===== src/rtl/pipe_ctrl_pkg.sv =====
// Shared definitions for the pipeline sequencer: state encodings, the NOP used
// by flushed pipeline registers, and the per-stage control bundle.
package pipe_ctrl_pkg;

    localparam logic [1:0] ST_RUN      = 2'd0;
    localparam logic [1:0] ST_FLUSH    = 2'd1;
    localparam logic [1:0] ST_WAIT_MDU = 2'd2;

    // addi x0, x0, 0 -- loaded by IF/ID and ID/EX when their flush is high
    localparam logic [31:0] NOP_INSN = 32'h0000_0013;

    typedef struct packed {
        logic hold_pc;
        logic hold_if_id;
        logic hold_id_ex;
        logic flush_if_id;
        logic flush_id_ex;
    } stage_ctrl_t;

endpackage


===== src/rtl/pipe_ctrl_wdog.sv =====
// Watchdog for multi-cycle operations: counts enabled cycles since the last
// clear and flags when the count reaches TIMEOUT_CYCLES-1.
module pipe_ctrl_wdog #(
    parameter int unsigned TIMEOUT_CYCLES = 64
) (
    input  logic clk,
    input  logic rst,
    input  logic clr,
    input  logic en,
    output logic expire
);

    localparam int unsigned     WD_W    = $clog2(TIMEOUT_CYCLES) + 1;
    localparam logic [WD_W-1:0] WD_LAST = WD_W'(TIMEOUT_CYCLES - 1);
    localparam logic [WD_W-1:0] WD_ZERO = {WD_W{1'b0}};
    localparam logic [WD_W-1:0] WD_ONE  = {{(WD_W-1){1'b0}}, 1'b1};

    logic [WD_W-1:0] count_r;

    // Cycle counter; saturates at the expiry value so it can never wrap back
    always_ff @(posedge clk) begin
        if (rst) begin
            count_r <= WD_ZERO;
        end else if (clr) begin
            count_r <= WD_ZERO;
        end else if (en && (count_r != WD_LAST)) begin
            count_r <= count_r + WD_ONE;
        end
    end

    assign expire = (count_r == WD_LAST);

endmodule


===== src/rtl/pipe_ctrl.sv =====
// Central pipeline sequencer: turns redirects, multi-cycle-unit requests and
// fetch waits into per-stage hold/flush controls and a registered PC redirect.
module pipe_ctrl
    import pipe_ctrl_pkg::*;
#(
    parameter int unsigned FLUSH_CYCLES   = 2,
    parameter int unsigned TIMEOUT_CYCLES = 64
) (
    input  logic        clk,
    input  logic        rst,
    input  logic        jump_en_i,
    input  logic [31:0] jump_addr_i,
    input  logic        hold_flag_i,
    input  logic        mdu_start_i,
    input  logic        mdu_done_i,
    input  logic        bus_hold_i,
    output logic        jump_en_o,
    output logic [31:0] jump_addr_o,
    output logic        hold_pc_o,
    output logic        hold_if_id_o,
    output logic        hold_id_ex_o,
    output logic        flush_if_id_o,
    output logic        flush_id_ex_o,
    output logic        mdu_abort_o,
    output logic [1:0]  state_o
);

    localparam int unsigned      CNT_W    = $clog2(FLUSH_CYCLES) + 1;
    localparam logic [CNT_W-1:0] CNT_LOAD = CNT_W'(FLUSH_CYCLES - 1);
    localparam logic [CNT_W-1:0] CNT_ZERO = {CNT_W{1'b0}};
    localparam logic [CNT_W-1:0] CNT_ONE  = {{(CNT_W-1){1'b0}}, 1'b1};

    logic [1:0]       state_r;
    logic [1:0]       state_nxt_s;
    logic [CNT_W-1:0] cnt_r;
    logic [CNT_W-1:0] cnt_nxt_s;
    logic             jump_en_r;
    logic [31:0]      jump_addr_r;
    logic             load_jump_s;
    logic             wd_clr_s;
    logic             wd_en_s;
    logic             wd_expire_s;
    logic             abort_s;
    stage_ctrl_t      ctrl_s;

    pipe_ctrl_wdog #(
        .TIMEOUT_CYCLES(TIMEOUT_CYCLES)
    ) u_wdog (
        .clk    (clk),
        .rst    (rst),
        .clr    (wd_clr_s),
        .en     (wd_en_s),
        .expire (wd_expire_s)
    );

    // Next-state, flush counter and per-stage control decode
    always_comb begin
        state_nxt_s = state_r;
        cnt_nxt_s   = cnt_r;
        ctrl_s      = stage_ctrl_t'(5'b0_0000);
        load_jump_s = 1'b0;
        wd_clr_s    = 1'b0;
        wd_en_s     = 1'b0;
        abort_s     = 1'b0;
        case (state_r)
            ST_RUN: begin
                if (jump_en_i) begin
                    ctrl_s.flush_if_id = 1'b1;
                    ctrl_s.flush_id_ex = 1'b1;
                    load_jump_s        = 1'b1;
                    cnt_nxt_s          = CNT_LOAD;
                    state_nxt_s        = ST_FLUSH;
                end else if (mdu_start_i) begin
                    ctrl_s.hold_pc    = 1'b1;
                    ctrl_s.hold_if_id = 1'b1;
                    ctrl_s.hold_id_ex = 1'b1;
                    wd_clr_s          = 1'b1;
                    state_nxt_s       = ST_WAIT_MDU;
                end else if (bus_hold_i || hold_flag_i) begin
                    ctrl_s.hold_pc    = 1'b1;
                    ctrl_s.hold_if_id = 1'b1;
                end else begin
                    state_nxt_s = ST_RUN;
                end
            end
            ST_FLUSH: begin
                ctrl_s.flush_if_id = 1'b1;
                ctrl_s.flush_id_ex = 1'b1;
                if (jump_en_i) begin
                    load_jump_s = 1'b1;
                    cnt_nxt_s   = CNT_LOAD;
                end else if (cnt_r == CNT_ZERO) begin
                    state_nxt_s = ST_RUN;
                end else begin
                    cnt_nxt_s = cnt_r - CNT_ONE;
                end
            end
            ST_WAIT_MDU: begin
                // EX is frozen here, so redirects and front-end holds are ignored
                if (mdu_done_i) begin
                    state_nxt_s = ST_RUN;
                end else begin
                    wd_en_s           = 1'b1;
                    ctrl_s.hold_pc    = 1'b1;
                    ctrl_s.hold_if_id = 1'b1;
                    if (wd_expire_s) begin
                        // abandon the op: ID/EX takes a NOP instead of holding
                        abort_s            = 1'b1;
                        ctrl_s.flush_id_ex = 1'b1;
                        state_nxt_s        = ST_RUN;
                    end else begin
                        ctrl_s.hold_id_ex = 1'b1;
                    end
                end
            end
            default: begin
                state_nxt_s = ST_RUN;
                cnt_nxt_s   = CNT_ZERO;
            end
        endcase
    end

    // State, flush counter and registered redirect to the PC
    always_ff @(posedge clk) begin
        if (rst) begin
            state_r     <= ST_RUN;
            cnt_r       <= CNT_ZERO;
            jump_en_r   <= 1'b0;
            jump_addr_r <= 32'h0000_0000;
        end else begin
            state_r   <= state_nxt_s;
            cnt_r     <= cnt_nxt_s;
            jump_en_r <= load_jump_s;
            if (load_jump_s) begin
                jump_addr_r <= jump_addr_i;
            end
        end
    end

    assign jump_en_o     = jump_en_r;
    assign jump_addr_o   = jump_addr_r;
    assign hold_pc_o     = ctrl_s.hold_pc;
    assign hold_if_id_o  = ctrl_s.hold_if_id;
    assign hold_id_ex_o  = ctrl_s.hold_id_ex;
    assign flush_if_id_o = ctrl_s.flush_if_id;
    assign flush_id_ex_o = ctrl_s.flush_id_ex;
    assign mdu_abort_o   = abort_s;
    assign state_o       = state_r;

endmodule


===== config.mk =====
export PLATFORM = sky130hd
export DESIGN_NAME = pipe_ctrl
export DESIGN_NICKNAME = d
export VERILOG_FILES = /design/src/rtl/pipe_ctrl_pkg.sv /design/src/rtl/pipe_ctrl_wdog.sv /design/src/rtl/pipe_ctrl.sv
export SDC_FILE = /design/constraint.sdc
export NUM_CORES = 1
export LEC_CHECK = 0
export ABC_AREA = 1
export BUFFER_PORTS_ARGS = -buffer_cell sky130_fd_sc_hd__buf_2
export CAP_MARGIN = 20
export CORE_UTILIZATION = 42
export DETAILED_ROUTE_END_ITERATION = 7
export GPL_ROUTABILITY_DRIVEN = 0
export GPL_TIMING_DRIVEN = 0
export PLACE_DENSITY = 0.71
export SLEW_MARGIN = 40
export SYNTH_ARGS = -nofsm -noshare
export SYNTH_HDL_FRONTEND = slang
export SYNTH_SLANG_ARGS = --single-unit

===== constraint.sdc =====
create_clock -name clk -period 1.1 [get_ports clk]
set_input_delay 0.22 -clock clk [delete_from_list [all_inputs] [get_ports clk]]
set_output_delay 0.22 -clock clk [all_outputs]
set_load 0.02 [all_outputs]

Word level (Yosys, flattened, before mapping)
Index checks and enable logic that the tools add are counted.

Bits of input ports: 39. Register bits: 44. Output and inout port bits: 41.

Bitwise logic cells: 1. Reduce and logical (&&, ||, !) cells: 8. Equal/unequal tests: 10. Add/subtract/negate cells: 2. Muxes and demuxes: 31.

Operators with widths (count): $mux 2 (13); $pmux 2 s3 (2); $mux 1 (11); $add 7x1->7 const B (1); $eq 7x6->1 const B (1); $ne 7x6->1 const B (1); $mux 3 (2); $ne 2x2->1 const B (3); $pmux 3 s2 (1); $logic_not 2->1 (2); $ne 4x4->1 const B (1); $reduce_and 4->1 (1); $reduce_or 2->1 (2); $ne 3x2->1 const B (1); $ne 3x3->1 const B (1); $pmux 1 s3 (1); $reduce_and 3->1 (1); $eq 2x1->1 const B (1); $eq 2x2->1 const B (1); $pmux 1 s2 (1); $sub 2x1->2 const B (1); $logic_and 1x1->1 (1); $logic_or 1x1->1 (1); $not 1->1 (1).

Logic depth before layout (Yosys ltp)
Gate-level depths: netlist (run 1).

Depth after elaboration: 5. Depth in mapped cells: 8.

By module
A second synthesis (run 1) with hierarchy kept.

Cells, all modules: 254. Area total of the unflattened synthesis: 1906.8 µm².

Modules (own cells, without submodules): pipe_ctrl (times used 1, area an instance 1486.4 µm², sequential area each 740.7 µm², cells each 191); pipe_ctrl_wdog (times used 1, area an instance 420.4 µm², sequential area each 140.1 µm², cells each 63).

Worst setup path before layout (run 1)
Ideal clock, no wire load.

Path kind: flip-flop to output port. Start point: register state_r[0] (netlist: state_o[0]). End point: output port flush_id_ex_o. Path slack: -0.569 ns. Path buffers: 0. Cell stages (with the launch flop): 4. Arrival time: 1.449 ns. Data required time: 0.880 ns. Path through: dfxtp_1 inv_1 o21ai_0 or2_1.

Cells in the longest elaborated chain, start to end: 2. Elaborated cells between the ends (all ways): 4. Those cells by class: eq/ne (2); mux (1); reduce/logical (1).

Ends and longest elaborated chain: start: declaration (line pipe_ctrl.sv:33) `logic [1:0] state_r;`; start signal: assignment (line pipe_ctrl.sv:131) `state_r <= state_nxt_s;`; $eq 2x2->1, or another cell as far along (line pipe_ctrl.sv:65) `case (state_r)`; $pmux 1 s3 (*) (line pipe_ctrl.sv:65); end: declaration (line pipe_ctrl.sv:23) `output logic flush_id_ex_o,`.

Mark *: on every way between the ends. The rest lies on a longest branch, timed or not.

Final worst setup path (run 1)
Start point: register u_wdog.count_r[0]. End point: output port flush_id_ex_o.

Cells in the longest elaborated chain, start to end: 4.

Ends and longest elaborated chain: start: declaration (line pipe_ctrl_wdog.sv:18) `logic [WD_W-1:0] count_r;`; start signal: assignment (line pipe_ctrl_wdog.sv:27) `count_r <= count_r + WD_ONE;`; $eq 7x6->1 (line pipe_ctrl_wdog.sv:31) `assign expire = (count_r == WD_LAST);`; $mux 1 (line pipe_ctrl.sv:106) `if (wd_expire_s) begin`; $mux 1 (line pipe_ctrl.sv:100) `if (mdu_done_i) begin`; $pmux 1 s3 (line pipe_ctrl.sv:65).

Every way passes these cells.

==> results of run 1 <==
how the worst min path moves through the flow:
stage | startpoint | to | slack, ns | cells past startpoint
6_report | jump_addr_i[4] | jump_addr_o[4] | 0.16 | 3
3_5_place_dp | jump_addr_o[20] | jump_addr_o[20] | 0.47 | 2
2_1_floorplan | rst | state_o[0] | 0.28 | 1
5_1_grt | jump_addr_i[18] | jump_addr_o[18] | 0.16 | 3
4_1_cts | jump_addr_i[20] | jump_addr_o[20] | 0.15 | 3
3_3_place_gp | jump_addr_o[23] | jump_addr_o[23] | 0.46 | 2
what timing repair did:
item                                    4_1_cts  5_1_grt
gates resized for setup                      46       85
buffers inserted                             11        4
endpoints found under the setup margin       21       49
cloned                                        1        2
pin swaps                                     9        7
routing by layer:
layer,track usage (%),vias up,part of all wire (%)
li1,-,957,-
met1,22.6,834,43
met2,32.3,58,50
met3,5.07,11,4.9
met4,6.38,0,2.1
met5,0,-,0
through the flow:
stage | TNS [ns] | power [mW] | instances | hold WS, ns
final | -6.59 | 3.74 | 388 | 0.160
after global routing | -9.54 | 3.94 | 388 | 0.162
after CTS | -3.19 | 3.58 | 382 | 0.149
after detailed placement | -4.25 | 2.51 | 362 | 0.466
after global placement | -3.76 | 2.50 | 362 | 0.456
after floorplan | -1.00 | 2.25 | 233 | 0.279
layout make-up:
cell class / count / area (µm²) / share of cell area [%]
multi-input combinational: 169 / 1010 / 35.4
sequential: 44 / 896 / 31.3
timing repair buffer: 97 / 636 / 22.2
buffer: 10 / 114 / 3.98
clock buffer: 6 / 72.6 / 2.54
tap: 50 / 62.6 / 2.19
inverter: 10 / 55.1 / 1.93
clock inverter: 2 / 11.3 / 0.394
power groups by stage:
stage | clock network (mW) | registers, mW | logic (mW)
floorplan | 0 | 1.93 | 0.324
global placement | 0 | 1.80 | 0.696
detailed placement | 0 | 1.80 | 0.704
CTS | 1.02 | 1.77 | 0.800
global route | 1.09 | 1.80 | 1.06
finish | 0.983 | 1.78 | 0.971
state kept, by name (all words and copies together), names as in the netlist:
register        cells
state_o             2
jump_addr_o        32
cnt_r               2
u_wdog.count_r      7
jump_en_o           1
worst max-delay path, stage by stage (launching register included):
cell and delay [ns]:
dfxtp_4 0.38, ha_4 0.15, nand2_4 0.05, nor2_4 0.13, nand2_4 0.07, nor3_4 0.13
or2_4 0.14, buf_6 0.10
Yosys cell counts (all sizes together):
master / count / area, µm²
or2: 1 / 6.26
nand4: 1 / 6.26
nor2: 80 / 318
o21ai: 36 / 180
inv: 10 / 37.5
xor2: 2 / 17.5
nand3: 5 / 25.0
nand2: 27 / 126
a31oi: 1 / 6.26
nor3: 4 / 31.3
buf: 6 / 51.3
clkbuf: 4 / 16.3
a21oi: 9 / 48.8
dfxtp: 44 / 881
nand3b: 1 / 7.51
ha: 2 / 25.0
cells by family after synthesis:
logic type,after synthesis
compound gates,46
xor+xnor,2
simple gates,119
flops,44
buf+inv,20
fa+ha+maj,2
==> results.cfg, run 1 <==
[setup_path]
r2r_cells = 8
arrival_ns = 1.44
r2r-end = u_wdog.count_r[4]
r2r_slack_ns = -0.18
worstPathMaxFanout = 3
worst_setup_path_start_kind = register
endpoint = flush_id_ex_o
setup.worst_path.class = reg -> out
setup.worst_path.start = u_wdog.count_r[0]
timing.rr.start = u_wdog.count_r[0]
end_kind = output port
cp.required_ns = 0.88

[place]
place_ws_ns = -0.394
dpl-instance-area_um2 = 2280
io_buffers = 79
dpl.hpwl_um = 2930

[power]
seq_power_share_pct = 47.7
leakagePower_nw = 1.35
p_clk_share_pct = 26.3
p_sw_mw = 1.15
combPwrFrac_pct = 26.0
power_switching_share_pct = 30.8
p_int_mw = 2.59
p_per_area_nw_per_um2 = 1310
peakVddDrop_uv = 862

[synth]
synth-simple-area-share_pct = 29.2
synth_fa_ha_area_share_pct = 1.40
yosysSeqAreaShare_pct = 49.4
ys_warn_count = 0
syn_inst = 233
syn-cell-area_um2 = 1780
ys_ff_latch = 44
synth_nets = 274
synth_mux_area_share_pct = 0
synth_compound_area_share_pct = 13.2
synth_top_family_by_area = simple AND/OR/NAND/NOR gates
synth_xor_area_share_pct = 0.982
synth.distinct_cells = 27
syn_avg_cell_area_um2 = 7.66

[grt]
grt_pass1_vias = 1449
antenna_found_initial = 0
grt_use_total_pct = 18.8
gr-total-overflow = 0
grt_max_degree = 15
grt_pass1_wl_um = 6360

[clock_tree]
numCtsBuffers = 5
clk_pin_slew_ns = 0.08
clock_sinks = 44
clockRootBuffer = clkbuf_8
holdBufCountCts = 0
clk_path_buf_depth = 2
cts_tree = built
h-tree-depth = 2
clkLatencyLatePin_ns = 0.29

[timing]
hold_viol_final = 0
min_period_over_period_pct = 151
setup_ws_ns = -0.556
fin_crit_ns = 1.66
slew_violations = 0
setup_viol = 48
worst_pin_slew_ns = 0.686
relSlewSlack_pct = 54.3
fin_skew_ns = 0.00641
clock.fmax_mhz = 604
rsz0062_at_grt = yes

[final_layout]
drive_gt1_share_pct = 53.8
fillers = 328
layout_common_cells = buf_2 (71), nor2_1 (53), dfxtp_1 (40)
area_delta_synth_final_pct = 60.2
final_common_cell = buf_2
nets = 378
final_core_util_pct = 70.9
diodes = 0
fin_area_um2 = 2860

[route]
drt_wl_total_um = 4770
vias_per_cell = 4.79
routedWlPerCell_um = 12.3
drt_iter0_markers = 66
antenna_left = 0
drc = 0
first_pass_iters = 5
num_vias = 1860

[die]
die_width_um = 67.2
die_height_um = 67.2
io_pins = 80
start_util_pct = 44.3
core_um2 = 4030
placementRows = 23
dieArea_um2 = 4510

[run]
cap_violations = 0

[status]
status = finished with violations
violations = negative setup slack

[hold_path]
hold_path.class = in -> reg
No activity file was read; power rests on OpenSTA's default activity.
==> run 2, diff against run 1 <==
--- a/config.mk
+++ b/config.mk
@@ -8,11 +8,12 @@
 export ABC_AREA = 1
 export BUFFER_PORTS_ARGS = -buffer_cell sky130_fd_sc_hd__buf_2
 export CAP_MARGIN = 20
+export CORE_ASPECT_RATIO = 1.25
 export CORE_UTILIZATION = 42
 export DETAILED_ROUTE_END_ITERATION = 7
 export GPL_ROUTABILITY_DRIVEN = 0
 export GPL_TIMING_DRIVEN = 0
-export PLACE_DENSITY = 0.71
+export PLACE_DENSITY = 0.84
 export SLEW_MARGIN = 40
 export SYNTH_ARGS = -nofsm -noshare
 export SYNTH_HDL_FRONTEND = slang
==> results.cfg, run 2 (synthesis gave the netlist of run 1 again) <==
[route]
drt_wl_total_um = 5510
num_vias = 1972
drc = 0
vias_per_cell = 4.86
routedWlPerCell_um = 13.6
first_pass_iters = 4
drt_iter0_markers = 81
antenna_left = 0

[clock_tree]
clockRootBuffer = clkbuf_8
clock_sinks = 44
cts_tree = built
numCtsBuffers = 5
clk_pin_slew_ns = 0.09
clk_path_buf_depth = 2
h-tree-depth = 2
holdBufCountCts = 0
clkLatencyLatePin_ns = 0.29

[setup_path]
path_cells = ha_4, nand2_4, nor2_4, buf_4, nand2_4, nand2_4, nand2_2, buf_6
r2r-end = u_wdog.count_r[5]
endpoint = hold_id_ex_o
worst_setup_path_start_kind = register
setup.worst_path.start = u_wdog.count_r[0]
timing.rr.start = u_wdog.count_r[0]
cp_common_cell = nand2_4
cpMaxStageDelayCell = dfxtp_4
cp.required_ns = 0.88
end_kind = output port
r2r_slack_ns = -0.47
worstPathMaxFanout = 2
setup.worst_path.class = reg -> out
r2r_cells = 12
cp_top_family = flip-flops
cp.depth = 8
cp.buffers_inverters = 2
arrival_ns = 1.48
max_stage_delay_ns = 0.38

[die]
die_height_um = 74.9
dieArea_um2 = 4510
die_width_um = 60.3
start_util_pct = 43.9
core_um2 = 4070
io_pins = 80
placementRows = 26

[timing]
relSlewSlack_pct = 75.1
min_period_over_period_pct = 154
hold_viol_final = 0
fin_crit_ns = 1.70
fin_skew_ns = 0.00359
setup_ws_ns = -0.596
worst_pin_slew_ns = 0.374
rsz0062_at_grt = yes
clock.fmax_mhz = 589
setup_viol = 49
slew_violations = 0

[final_layout]
drive_gt1_share_pct = 57.4
final_core_util_pct = 73.4
finalNonFillerCells = 406
largest_register_ffs = 32
fin_area_um2 = 2990
layout_common_cells = buf_2 (72), nor2_1 (45), dfxtp_1 (38)
final_common_cell = buf_2
area_delta_synth_final_pct = 67.4
diodes = 0
fillers = 307
nets = 390

[run]
cap_violations = 0

[power]
p_sw_mw = 1.22
p_per_area_nw_per_um2 = 1360
p_clk_share_pct = 31.3
combPwrFrac_pct = 24.6
total_power_mw = 4.05
peakVddDrop_uv = 986
p_int_mw = 2.83
seq_power_share_pct = 44.1
power_switching_share_pct = 30.1
leakagePower_nw = 1.41

[place]
dpl.hpwl_um = 3000
dpl-instance-area_um2 = 2280
io_buffers = 79
place_ws_ns = -0.364
post-place-cells = 368

[grt]
top_usage_layer = met2
grt_max_degree = 16
grtUsageMet3_pct = 5.15
use_met2_pct = 39.4
grt_use_met1_pct = 22.1
grt_pass1_wl_um = 7160
grt_pass1_vias = 1651
grt_use_total_pct = 21.4
antenna_found_initial = 0
gr-total-overflow = 0

[status]
violations = negative setup slack
status = finished with violations

[hold_path]
hold_path.class = in -> reg
[run 2: cell types whose count changed in the layout (fill, tap and decap cells not counted), moves of 4 or more]
cell and change:
a21oi_1 -4, buf_6 +16, buf_8 -5, nand2_1 -4, nor2_1 -8, nor2_2 +7, o21ai_0 +25, o21ai_1 -9
o21ai_2 -16
[run 2: tightest hold or removal path: stages]
cell and delay (ns):
buf_2 0.07, o21ai_0 0.07, nor2_1 0.07
[run 2: through the flow]
step	TNS, ns	hold slack (ns)
detailed placement	-3.93	0.467
floorplan	-1.00	0.279
global route	-14.89	0.147
finish	-12.09	0.167
CTS	-6.13	0.155
global placement	-3.28	0.455
[run 2: worst min path at each step]
stage	slack, ns	endpoint	depth (start not counted)	start
6_report	0.17	jump_addr_o[17]	3	jump_addr_i[17]
5_1_grt	0.15	jump_addr_o[29]	3	jump_addr_i[29]
4_1_cts	0.15	state_o[1]	2	rst
3_5_place_dp	0.47	jump_addr_o[10]	2	jump_addr_o[10]
3_3_place_gp	0.46	jump_addr_o[11]	3	jump_addr_i[11]
2_1_floorplan	0.28	state_o[0]	1	rst
[run 2: timing repair]
item | CTS | global route
resized for setup | 40 | 79
buffers inserted | 26 | 12
pin swaps | 13 | 16
setup endpoints to repair | 30 | 48
cloned | 0 | 3
[run 2: routing by layer]
metal / up-vias / share of wire (%)
li1: 978 / -
met1: 906 / 37
met2: 74 / 55
met3: 14 / 5.7
met4: 0 / 2.5
met5: - / 0
[run 2: power groups by stage]
stage / Clock (mW) / Combinational [mW] / Sequential [mW]
finish: 1.27 / 0.995 / 1.79
global route: 1.37 / 1.08 / 1.80
CTS: 1.29 / 0.838 / 1.77
detailed placement: 0 / 0.708 / 1.80
global placement: 0 / 0.691 / 1.80
floorplan: 0 / 0.324 / 1.93
[run 2: final cells by class]
class                      instances  area (µm²)  share of cell area [%]
multi-input combinational        169        1060                    35.6
inverter                          10        46.3                    1.55
clock buffer                       5        68.8                    2.30
buffer                            10        71.3                    2.39
sequential                        44         896                    30.0
clock inverter                     3        45.0                    1.51
timing repair buffer             109         726                    24.3
tap                               56        70.1                    2.35
